<file path="src/rtl/pulse_note_scheduler.sv">
// Pulse-channel note sequencer: walks a writable note table, presenting a phase increment
// and an envelope per note, with durations counted in prescaled frame ticks.
// Optional envelope decay per frame tick is enabled by defining PULSE_SCHED_DECAY_EN.
module pulse_note_scheduler #(
  parameter int unsigned FRAME_DIV  = 416667,
  parameter int unsigned NOTE_COUNT = 16,
  parameter int unsigned ADDR_W     = 4,
  parameter logic [8:0]  ENV_MAX    = 9'd511,
  parameter logic [8:0]  ENV_DECAY  = 9'd16
) (
  input  logic              i_clk,
  input  logic              i_reset,
  input  logic              i_start,
  input  logic              i_stop,
  input  logic              i_loop,
  input  logic              i_wr_en,
  input  logic [ADDR_W-1:0] i_wr_addr,
  input  logic [31:0]       i_wr_phase_delta,
  input  logic [7:0]        i_wr_frames,
  output logic [31:0]       o_phase_delta,
  output logic              o_phase_delta_valid,
  output logic [8:0]        o_envelope,
  output logic [ADDR_W-1:0] o_note_index,
  output logic              o_frame_tick,
  output logic              o_busy
);

  localparam int unsigned PW = $clog2(FRAME_DIV);
  localparam logic [PW-1:0] PRE_LAST = PW'(FRAME_DIV - 1);

  typedef enum logic [1:0] {IDLE, LOAD, PLAY} state_e;

  typedef struct packed {
    logic [31:0] phase;
    logic [7:0]  frames;
  } note_t;

  note_t mem [NOTE_COUNT];
  note_t rd_q;

  state_e            state_q, state_d;
  logic [ADDR_W-1:0] idx_q, idx_d;
  logic [PW-1:0]     pre_q, pre_d;
  logic [7:0]        fl_q, fl_d;
  logic [31:0]       phase_q, phase_d;
  logic              pdv_q, pdv_d;
  logic [8:0]        env_q, env_d;
  logic [8:0]        env_tick;
  logic              tick;

  // Read address is the next index, so the entry is already registered
  // during the single LOAD cycle; a same-edge write yields the old data.
  always_ff @(posedge i_clk) begin
    if (i_wr_en) mem[i_wr_addr] <= '{phase: i_wr_phase_delta, frames: i_wr_frames};
    rd_q <= mem[idx_d];
  end

`ifdef PULSE_SCHED_DECAY_EN
  assign env_tick = (env_q > ENV_DECAY) ? (env_q - ENV_DECAY) : 9'd0;
`else
  logic [8:0] unused_decay;
  assign unused_decay = ENV_DECAY;
  assign env_tick     = env_q;
`endif

  always_comb begin
    state_d = state_q;
    idx_d   = idx_q;
    pre_d   = pre_q;
    fl_d    = fl_q;
    phase_d = phase_q;
    pdv_d   = 1'b0;
    env_d   = env_q;
    tick    = 1'b0;
    unique case (state_q)
      IDLE: begin
        env_d = 9'd0;
        if (i_start && !i_stop) begin
          idx_d   = '0;
          pre_d   = '0;
          state_d = LOAD;
        end
      end
      LOAD: begin
        if (i_stop) begin
          state_d = IDLE;
          env_d   = 9'd0;
        end else if (rd_q.frames == 8'd0) begin
          // Looping from entry 0 onto an end marker would spin forever.
          if (i_loop && idx_q != '0) idx_d = '0;
          else begin
            state_d = IDLE;
            env_d   = 9'd0;
          end
        end else begin
          state_d = PLAY;
          phase_d = rd_q.phase;
          pdv_d   = 1'b1;
          env_d   = ENV_MAX;
          fl_d    = rd_q.frames;
          pre_d   = '0;
        end
      end
      PLAY: begin
        if (i_stop) begin
          state_d = IDLE;
          env_d   = 9'd0;
          pre_d   = '0;
        end else begin
          tick  = (pre_q == PRE_LAST);
          pre_d = tick ? '0 : pre_q + 1'b1;
          if (tick) begin
            fl_d  = fl_q - 8'd1;
            env_d = env_tick;
            if (fl_q == 8'd1) begin
              idx_d   = idx_q + 1'b1;
              state_d = LOAD;
            end
          end
        end
      end
      default: state_d = IDLE;
    endcase
  end

  always_ff @(posedge i_clk) begin
    if (i_reset) begin
      state_q <= IDLE;
      idx_q   <= '0;
      pre_q   <= '0;
      fl_q    <= '0;
      phase_q <= '0;
      pdv_q   <= 1'b0;
      env_q   <= '0;
    end else begin
      state_q <= state_d;
      idx_q   <= idx_d;
      pre_q   <= pre_d;
      fl_q    <= fl_d;
      phase_q <= phase_d;
      pdv_q   <= pdv_d;
      env_q   <= env_d;
    end
  end

  assign o_phase_delta       = phase_q;
  assign o_phase_delta_valid = pdv_q;
  assign o_envelope          = env_q;
  assign o_note_index        = idx_q;
  assign o_frame_tick        = tick;
  assign o_busy              = (state_q != IDLE);

endmodule

</file>
<file path="config.mk">
export PLATFORM = sky130hd
export DESIGN_NAME = pulse_note_scheduler
export DESIGN_NICKNAME = d
export VERILOG_FILES = /design/src/rtl/pulse_note_scheduler.sv
export SDC_FILE = /design/constraint.sdc
export NUM_CORES = 1
export LEC_CHECK = 0
export CORE_MARGIN = 4
export CORE_UTILIZATION = 65
export CTS_BUF_LIST = sky130_fd_sc_hd__clkbuf_16
export DETAILED_ROUTE_END_ITERATION = 10
export PLACE_DENSITY = 0.88
export SYNTH_ARGS = -nofsm -noshare
export SYNTH_HDL_FRONTEND = slang
export SYNTH_SLANG_ARGS = --single-unit
</file>
<file path="constraint.sdc">
create_clock -name i_clk -period 11.63 [get_ports i_clk]
set_input_delay 2.9075 -clock i_clk [delete_from_list [all_inputs] [get_ports i_clk]]
set_output_delay 2.9075 -clock i_clk [all_outputs]
set_load 0.02 [all_outputs]
</file>
==> summary.txt, run 1 <==
STA
  • Pin slew with the least headroom to its limit: 1.14 ns
  • Final worst-path cycle share: between 60% and 70%
  • RSZ-0062 raised after global routing: false
  • Max-slew headroom: 24.0%
  • Final hold viol count: 0
  • Crit path time final: roughly 7.4 ns
  • Setup ws final: approximately 4.2 ns
  • Worst Skew: between 0.02 and 0.025 ns
  • Finish-stage setup viols: 0
  • Setup_tns: 0 ns
  • Slew Limit Fails: 0
  • Fmax: approximately 130 MHz

Die
  • Ports: between 90 and 100
  • DIE WIDTH: 218 um
  • Starting Density: between 60% and 70%
  • Row cnt: 76
  • Die Area: approximately 47000 um^2
  • Core Region: 43300 um^2
  • Die span in y: 218 um

Synth
  • Yosys warning count: 0
  • Syn Area/Cell: between 10 and 15 um^2
  • Post-Syn Area: around 29000 um^2
  • Synth area leader: edfxtp_1
  • Net Count, Synth: 2067
  • EDFF count, synth: 640
  • Area contributors post-synth: edfxtp_1 67%, dfxtp_1 7.5%, nand2_1 5.5%
  • Async set-reset flop share out of synthesis: 0%
  • Seq/Total Area, Yosys: approximately three quarters
  • Register bit total from synthesis: around 750
  • Post-Synthesis Cells: roughly 2000
  • Synth cell types: 54
  • Top_reg_cell synth: edfxtp_1
  • Area share of the largest cell type after synthesis: approximately two thirds

CTS
  • CTS root buf: clkbuf_16
  • CTS Buf Count: 69
  • H-tree level count: 3
  • Hold buffer count at cts: 0
  • Clk sinks: around 750
  • Clock Latency Late Sink: 0.59 ns
  • TritonCTS clock tree: done
  • CTS max path bufs: 3
  • Post_cts resized: 0
  • Worst-path clk slew: 0.06 ns
  • Post CTS Setup Buffer Count: 0

Detailed routing
  • Final WL: roughly 68000 um
  • DR pass1 iterations: 6
  • Routed Antenna Nets: 0
  • Drt drc: 0
  • Drt via density: 6.70
  • Vias: about 18000
  • Starting DRT DRC Count: about 2900
  • WL/cell: between 20 and 30 um

Layout
  • Area delta synth->final: 12.5%
  • Share of cells above drive strength 1: approximately 7.1%
  • Final instance area: 32100 um^2
  • Final Core Density: 74.2%
  • Nets: about 2100
  • Fillers: about 2400

GRT
  • Largest net degree at the start of global routing: 225
  • Remaining Overflow, GRT: 0
  • Vias in the first global route: approximately 18000
  • Total GRT Usage: ~28%
  • First-pass GRT wire length: approximately 100000 um
  • Initial antenna violation count: 5

Critical path
  • Crit path kind: in2out
  • Top delay family on crit path: buffers and inverters
  • Most common cell on crit path: clkdlybuf4s50_1
  • CP arrival: 4.54 ns
  • WP buf/inv: 2
  • CP Max Fanout: 7
  • Cell breakdown of the critical path: clkdlybuf4s50_1, nor3_1, clkdlybuf4s50_1
  • Worst r2r path cells: 9
  • CP startpoint kind: input port
  • Setup crit end kind: primary output
  • Reg-to-Reg End: rd_q[17]
  • Reg2reg setup slack: 6.81 ns
  • Critical Path Max Stage Delay: about 0.7 ns
  • Critical Path RT: approximately 8.7 ns
  • Worst path slowest cell: clkdlybuf4s50_1
  • RR Startpoint: rd_q[4]

Placement
  • PortBufs: 97
  • Gpl congestion: about 0.82
  • Pre-CTS WS: 4.20 ns
  • Post-Place Cell Area: approximately 30000 um^2
  • DP HPWL: ~31000 um

Flow run
  • Max Cap Viol: 0

Power
  • P_leak: 10.1 nW
  • Worst VDD drop: ~140 uV
  • Power Density: between 150 and 200 nW/um^2
  • Tot Pwr: between 5 and 6 mW

Hold path
  • Hold path start: rd_q[35]
  • Hold Crit Endpoint: o_phase_delta[27]
  • Hold Path Cell Cnt: 2
  • Type of the worst min-delay path: reg2reg

Outcome
  • Run status: complete, no violations
## report_power, final
group,internal [mW],switching [mW]
combinational,0.0366,0.0857
sequential,2.96,0.0170
clock,1.21,0.931
## through the flow
| step | hold WS, ns | cells |
|---|---|---|
| after floorplan | 0.417 | 2011 |
| after global placement | 0.425 | 2581 |
| after detailed placement | 0.428 | 2581 |
| after CTS | 0.437 | 2704 |
| after global routing | 0.458 | 2705 |
| final | 0.435 | 2705 |
## final cells by class
| class | count | area (um^2) | share of cell area (%) |
|---|---|---|---|
| Sequential cell | 747 | 21400 | 66.5 |
| Multi-Input combinational cell | 1114 | 6660 | 20.7 |
| Clock buffer | 69 | 1730 | 5.38 |
| Timing Repair Buffer | 126 | 1210 | 3.76 |
| Tap cell | 585 | 732 | 2.28 |
| Clock inverter | 54 | 387 | 1.20 |
| Inverter | 9 | 33.8 | 0.105 |
| Antenna cell | 1 | 2.50 | 0.00779 |
## cell families (layout without fill, tap and decap cells)
| group | Yosys count | in the layout | share of synthesized area [%] |
|---|---|---|---|
| flip-flops | 747 | 747 | 74.9 |
| XOR/XNOR | 16 | 16 | 0.491 |
| AO/OA/AOI/OAI | 439 | 439 | 10.7 |
| other | 0 | 1 | 0 |
| AND/OR/NAND/NOR | 573 | 573 | 8.50 |
| buffers and inverters | 150 | 258 | 2.38 |
| multiplexers | 80 | 80 | 2.81 |
| adder cells (fa/ha/maj) | 6 | 6 | 0.263 |
## state kept, by name (all words and copies together) (netlist names)
register,count
fl_q,8
mem,640
o_envelope,1
o_note_index,4
o_phase_delta,32
o_phase_delta_valid,1
pre_q,19
rd_q,40
state_q,2
## how the worst max path moves through the flow
stage              endpoint  cells after the start    startpoint
6_report       o_frame_tick                      3        i_stop
5_1_grt        o_frame_tick                      3        i_stop
4_1_cts        o_frame_tick                      3        i_stop
3_5_place_dp   o_frame_tick                      3        i_stop
3_3_place_gp   o_frame_tick                      3        i_stop
2_1_floorplan     mem[0][0]                      2  i_wr_addr[2]
## cells in the mapped netlist (6+ instances only)
| master | count |
|---|---|
| edfxtp_1 | 640 |
| nand2_1 | 415 |
| a21oi_1 | 206 |
| dfxtp_1 | 107 |
| mux2i_1 | 80 |
| a221o_1 | 78 |
| a32oi_1 | 78 |
| clkbuf_1 | 73 |
| nand3_1 | 50 |
| nor2_1 | 47 |
| buf_2 | 44 |
| a22oi_1 | 42 |
| xor2_1 | 14 |
| o21ai_0 | 13 |
| buf_1 | 11 |
| buf_4 | 10 |
| inv_1 | 9 |
| nand4_1 | 7 |
| nor3_1 | 7 |
| a211oi_1 | 6 |
| and3_1 | 6 |
| ha_1 | 6 |
| nor2b_1 | 6 |
## cell usage in the layout (no fill, tap or decap), types with 5 or more instances in the layout
master	instances
edfxtp_1	640
nand2_1	414
a21oi_1	206
dfxtp_1	107
clkdlybuf4s50_1	96
mux2i_1	80
a221o_1	78
a32oi_1	78
clkbuf_16	69
nand3_1	50
a22oi_1	42
nor2_1	34
inv_1	30
buf_4	27
xor2_1	14
clkinv_1	14
o21ai_0	13
nor2_4	13
clkinv_2	10
nand4_1	7
ha_1	6
bufinv_16	6
nor4_1	5
nor2b_1	5
and3_1	5
a211oi_1	5
## per-layer routing
metal,up-vias,track usage [%],share of wire (%)
li1,7751,-,-
met1,8819,37.9,35
met2,1324,46.7,49
met3,214,5.92,12
met4,8,10.3,3.3
met5,-,0,0.081
## tightest hold or removal path: stages (launching register included)
cell,delay (ns)
dfxtp_1,0.29
nand2_1,0.05
a21oi_1,0.05
Power figures use the tool's default switching activity.
==> inputs of run 2 (changes only) <==
--- a/config.mk
+++ b/config.mk
@@ -6,10 +6,10 @@
 export NUM_CORES = 1
 export LEC_CHECK = 0
 export CORE_MARGIN = 4
-export CORE_UTILIZATION = 65
+export CORE_UTILIZATION = 61
 export CTS_BUF_LIST = sky130_fd_sc_hd__clkbuf_16
 export DETAILED_ROUTE_END_ITERATION = 10
-export PLACE_DENSITY = 0.88
+export PLACE_DENSITY = 0.83
 export SYNTH_ARGS = -nofsm -noshare
 export SYNTH_HDL_FRONTEND = slang
 export SYNTH_SLANG_ARGS = --single-unit
==> constraint.sdc (replaced) <==
create_clock -name i_clk -period 7.75 [get_ports i_clk]
set_input_delay 1.9375 -clock i_clk [delete_from_list [all_inputs] [get_ports i_clk]]
set_output_delay 1.9375 -clock i_clk [all_outputs]
set_load 0.02 [all_outputs]
==> run 2 against run 1 <==
Effect of this change: combinational power grew 50%; global-route usage shrank 2.7 points; die area grew 6.3%; flip-flop and latch count is the same; cell area grew 0.58%; utilization shrank 3.7 points; power grew 52%; worst setup slack lost 1.9 ns; non-clock buffer count grew 5; first-iteration DRC count shrank 15%; clock-buffer cell count grew 6; worst hold slack lost 0.0034 ns; critical endpoint unchanged; largest cell class unchanged.
==> summary.txt, run 2 (synthesized netlist as in run 1, its figures left out) <==
Outcome
  • Run status: complete, no violations (unchanged)

Detailed routing
  • Drt via density: 6.50 (was 6.70)
  • Final WL: 65700 um (was 67800 um)
  • Drt drc: 0 (unchanged)
  • Starting DRT DRC Count: 2435 (was 2868)
  • Vias: 17800 (was 18100)
  • Routed Antenna Nets: 0 (unchanged)
  • DR pass1 iterations: 6 (unchanged)
  • WL/cell: 24.0 um (was 25.1 um)

Layout
  • Area delta synth->final: 13.2% (was 12.5%)
  • Most common cell after layout, fill and taps aside: edfxtp_1 (unchanged)
  • Nets: 2131 (was 2123)
  • Share of cells above drive strength 1: 7.36% (was 7.08%)
  • Most frequent cells in the layout: 640 x edfxtp_1, 414 x nand2_1, 206 x a21oi_1, 107 x dfxtp_1, 96 x clkdlybuf4s50_1 (unchanged)
  • Fillers: 2820 (was 2357)
  • Largest register FFs: 640 (unchanged)
  • Final Core Density: 70.6% (was 74.2%)
  • Register with the most flip-flops: mem (unchanged)

Critical path
  • Critical Path RT: 5.81 ns (was 8.72 ns)
  • Cell breakdown of the critical path: clkdlybuf4s50_1, nor3_1, clkdlybuf4s50_1 (unchanged)
  • Crit path kind: in2out (unchanged)
  • Setup crit end kind: primary output (unchanged)
  • WP buf/inv: 2 (unchanged)
  • CP arrival: 3.56 ns (was 4.54 ns)
  • Critical Path Max Stage Delay: 0.68 ns (about the same)
  • Top delay family on crit path: buffers and inverters (unchanged)
  • Worst path slowest cell: clkdlybuf4s50_1 (unchanged)
  • CP Max Fanout: 7 (unchanged)
  • CP startpoint kind: input port (unchanged)
  • Most common cell on crit path: clkdlybuf4s50_1 (unchanged)

CTS
  • CTS max path bufs: 3 (unchanged)
  • TritonCTS clock tree: done (unchanged)
  • Worst-path clk slew: 0.06 ns (about the same)
  • CTS root buf: clkbuf_16 (unchanged)
  • Hold buffer count at cts: 0 (unchanged)
  • Post CTS Setup Buffer Count: 0 (unchanged)
  • CTS Buf Count: 72 (was 69)
  • Clock Latency Late Sink: 0.60 ns (was 0.59 ns)
  • Post_cts resized: 0 (unchanged)
  • H-tree level count: 3 (unchanged)
  • Clk sinks: 747 (unchanged)

Power
  • Switch share: 19.7% (about the same)
  • Internal Power: 6.38 mW (was 4.21 mW)
  • Comb pwr share: 2.3% (about the same)
  • Tot Pwr: 7.95 mW (was 5.24 mW)
  • NetSw: 1.57 mW (was 1.03 mW)
  • Power share of the clock group: 41.5% (was 40.9%)
  • P_leak: 10.2 nW (was 10.1 nW)
  • Worst VDD drop: 231 uV (was 142 uV)
  • Power Density: 246 nW/um^2 (was 163 nW/um^2)
  • Sequential share of power: 56.2% (was 56.8%)

Placement
  • Gpl congestion: 0.863 (was 0.825)
  • PortBufs: 97 (unchanged)
  • DP HPWL: 32100 um (was 30800 um)
  • Pre-CTS WS: 2.25 ns (was 4.20 ns)

Die
  • Row cnt: 78 (was 76)
  • Starting Density: 62.3% (was 66.0%)
  • DIE WIDTH: 224 um (was 218 um)
  • Die span in y: 224 um (was 218 um)
  • Ports: 98 (unchanged)
  • Die Area: 50300 um^2 (was 47300 um^2)
  • Core Region: 45800 um^2 (was 43300 um^2)

GRT
  • Vias in the first global route: 17700 (was 18100)
  • Remaining Overflow, GRT: 0 (unchanged)
  • Initial antenna violation count: 5 (unchanged)
  • First-pass GRT wire length: 99400 um (was 102000 um)
  • Total GRT Usage: 25.6% (was 28.3%)
  • Largest net degree at the start of global routing: 113 (was 225)

STA
  • Setup ws final: 2.25 ns (was 4.19 ns)
  • RSZ-0062 raised after global routing: false (unchanged)
  • Setup_tns: 0 ns (unchanged)
  • Pin slew with the least headroom to its limit: 1.22 ns (was 1.14 ns)
  • Fmax: 182 MHz
  • Slew Limit Fails: 0 (unchanged)
  • Hold slack final: 0.431 ns (was 0.435 ns)
  • Finish-stage setup viols: 0 (unchanged)
  • Final hold viol count: 0 (unchanged)
  • Final worst-path cycle share: around 70%
  • Worst Skew: 0.0190 ns (was 0.0238 ns)
  • Crit path time final: 5.50 ns
  • Max-slew headroom: 18.6% (was 24.0%)

Flow run
  • Max Cap Viol: 0 (unchanged)

Hold path
  • Type of the worst min-delay path: reg2reg (unchanged)
[run 2: changes by cell type in the layout (fill, tap and decap cells not counted), sizes merged]
cell / previous run / this run
clkinv: 24 / 22
inv: 32 / 40
buf: 30 / 35
clkbuf: 69 / 75
bufinv: 6 / 4
[run 2: layout make-up]
cell class	count	area (um^2)	area share, %
Tap cell	600	751	2.32
Inverter	9	33.8	0.105
Antenna cell	1	2.50	0.00775
Sequential cell	747	21400	66.1
Multi-Input combinational cell	1114	6660	20.6
Timing Repair Buffer	131	1260	3.90
Clock buffer	75	1880	5.81
Clock inverter	58	354	1.10
[run 2: metrics by stage]
stage	instance area [um^2]	cells
after global placement	30100	2601
after floorplan	28500	2011
after CTS	32300	2734
final	32300	2735
after detailed placement	30100	2601
after global routing	32300	2734
[run 2: layer usage]
metal	GRT usage [%]	vias to the layer above	part of all wire [%]
met4	8.16	10	2.9
met2	41.0	1001	48
met3	6.33	183	11
met1	35.5	8797	38
met5	0	-	0.090
li1	-	7781	-
[run 2: worst paths after layout]
kind                                from                end  slack [ns]  depth (start not counted)
worst min-delay path            rd_q[37]  o_phase_delta[29]        0.43                          2
worst max register to register   rd_q[4]           rd_q[13]        3.60                          8
worst max-delay path              i_stop       o_frame_tick        2.25                          3
worst min register to register  rd_q[37]  o_phase_delta[29]        0.43                          2
[run 2: worst register-to-register path: stages, from the launching register on]
cell       delay [ns]
dfxtp_1          0.33
nor4_1           0.91
nand4_1          0.31
o2bb2ai_1        0.28
a211oi_4         0.88
buf_4            0.64
a32oi_1          0.24
a22oi_1          0.30
nand3_1          0.13
[run 2: power groups by stage]
stage,clock network (mW),registers [mW],logic [mW]
2_1_floorplan,0,4.55,0.0635
3_3_place_gp,0,4.54,0.171
3_5_place_dp,0,4.55,0.180
4_1_cts,3.33,4.47,0.182
5_1_grt,3.51,4.47,0.198
6_report,3.30,4.47,0.183
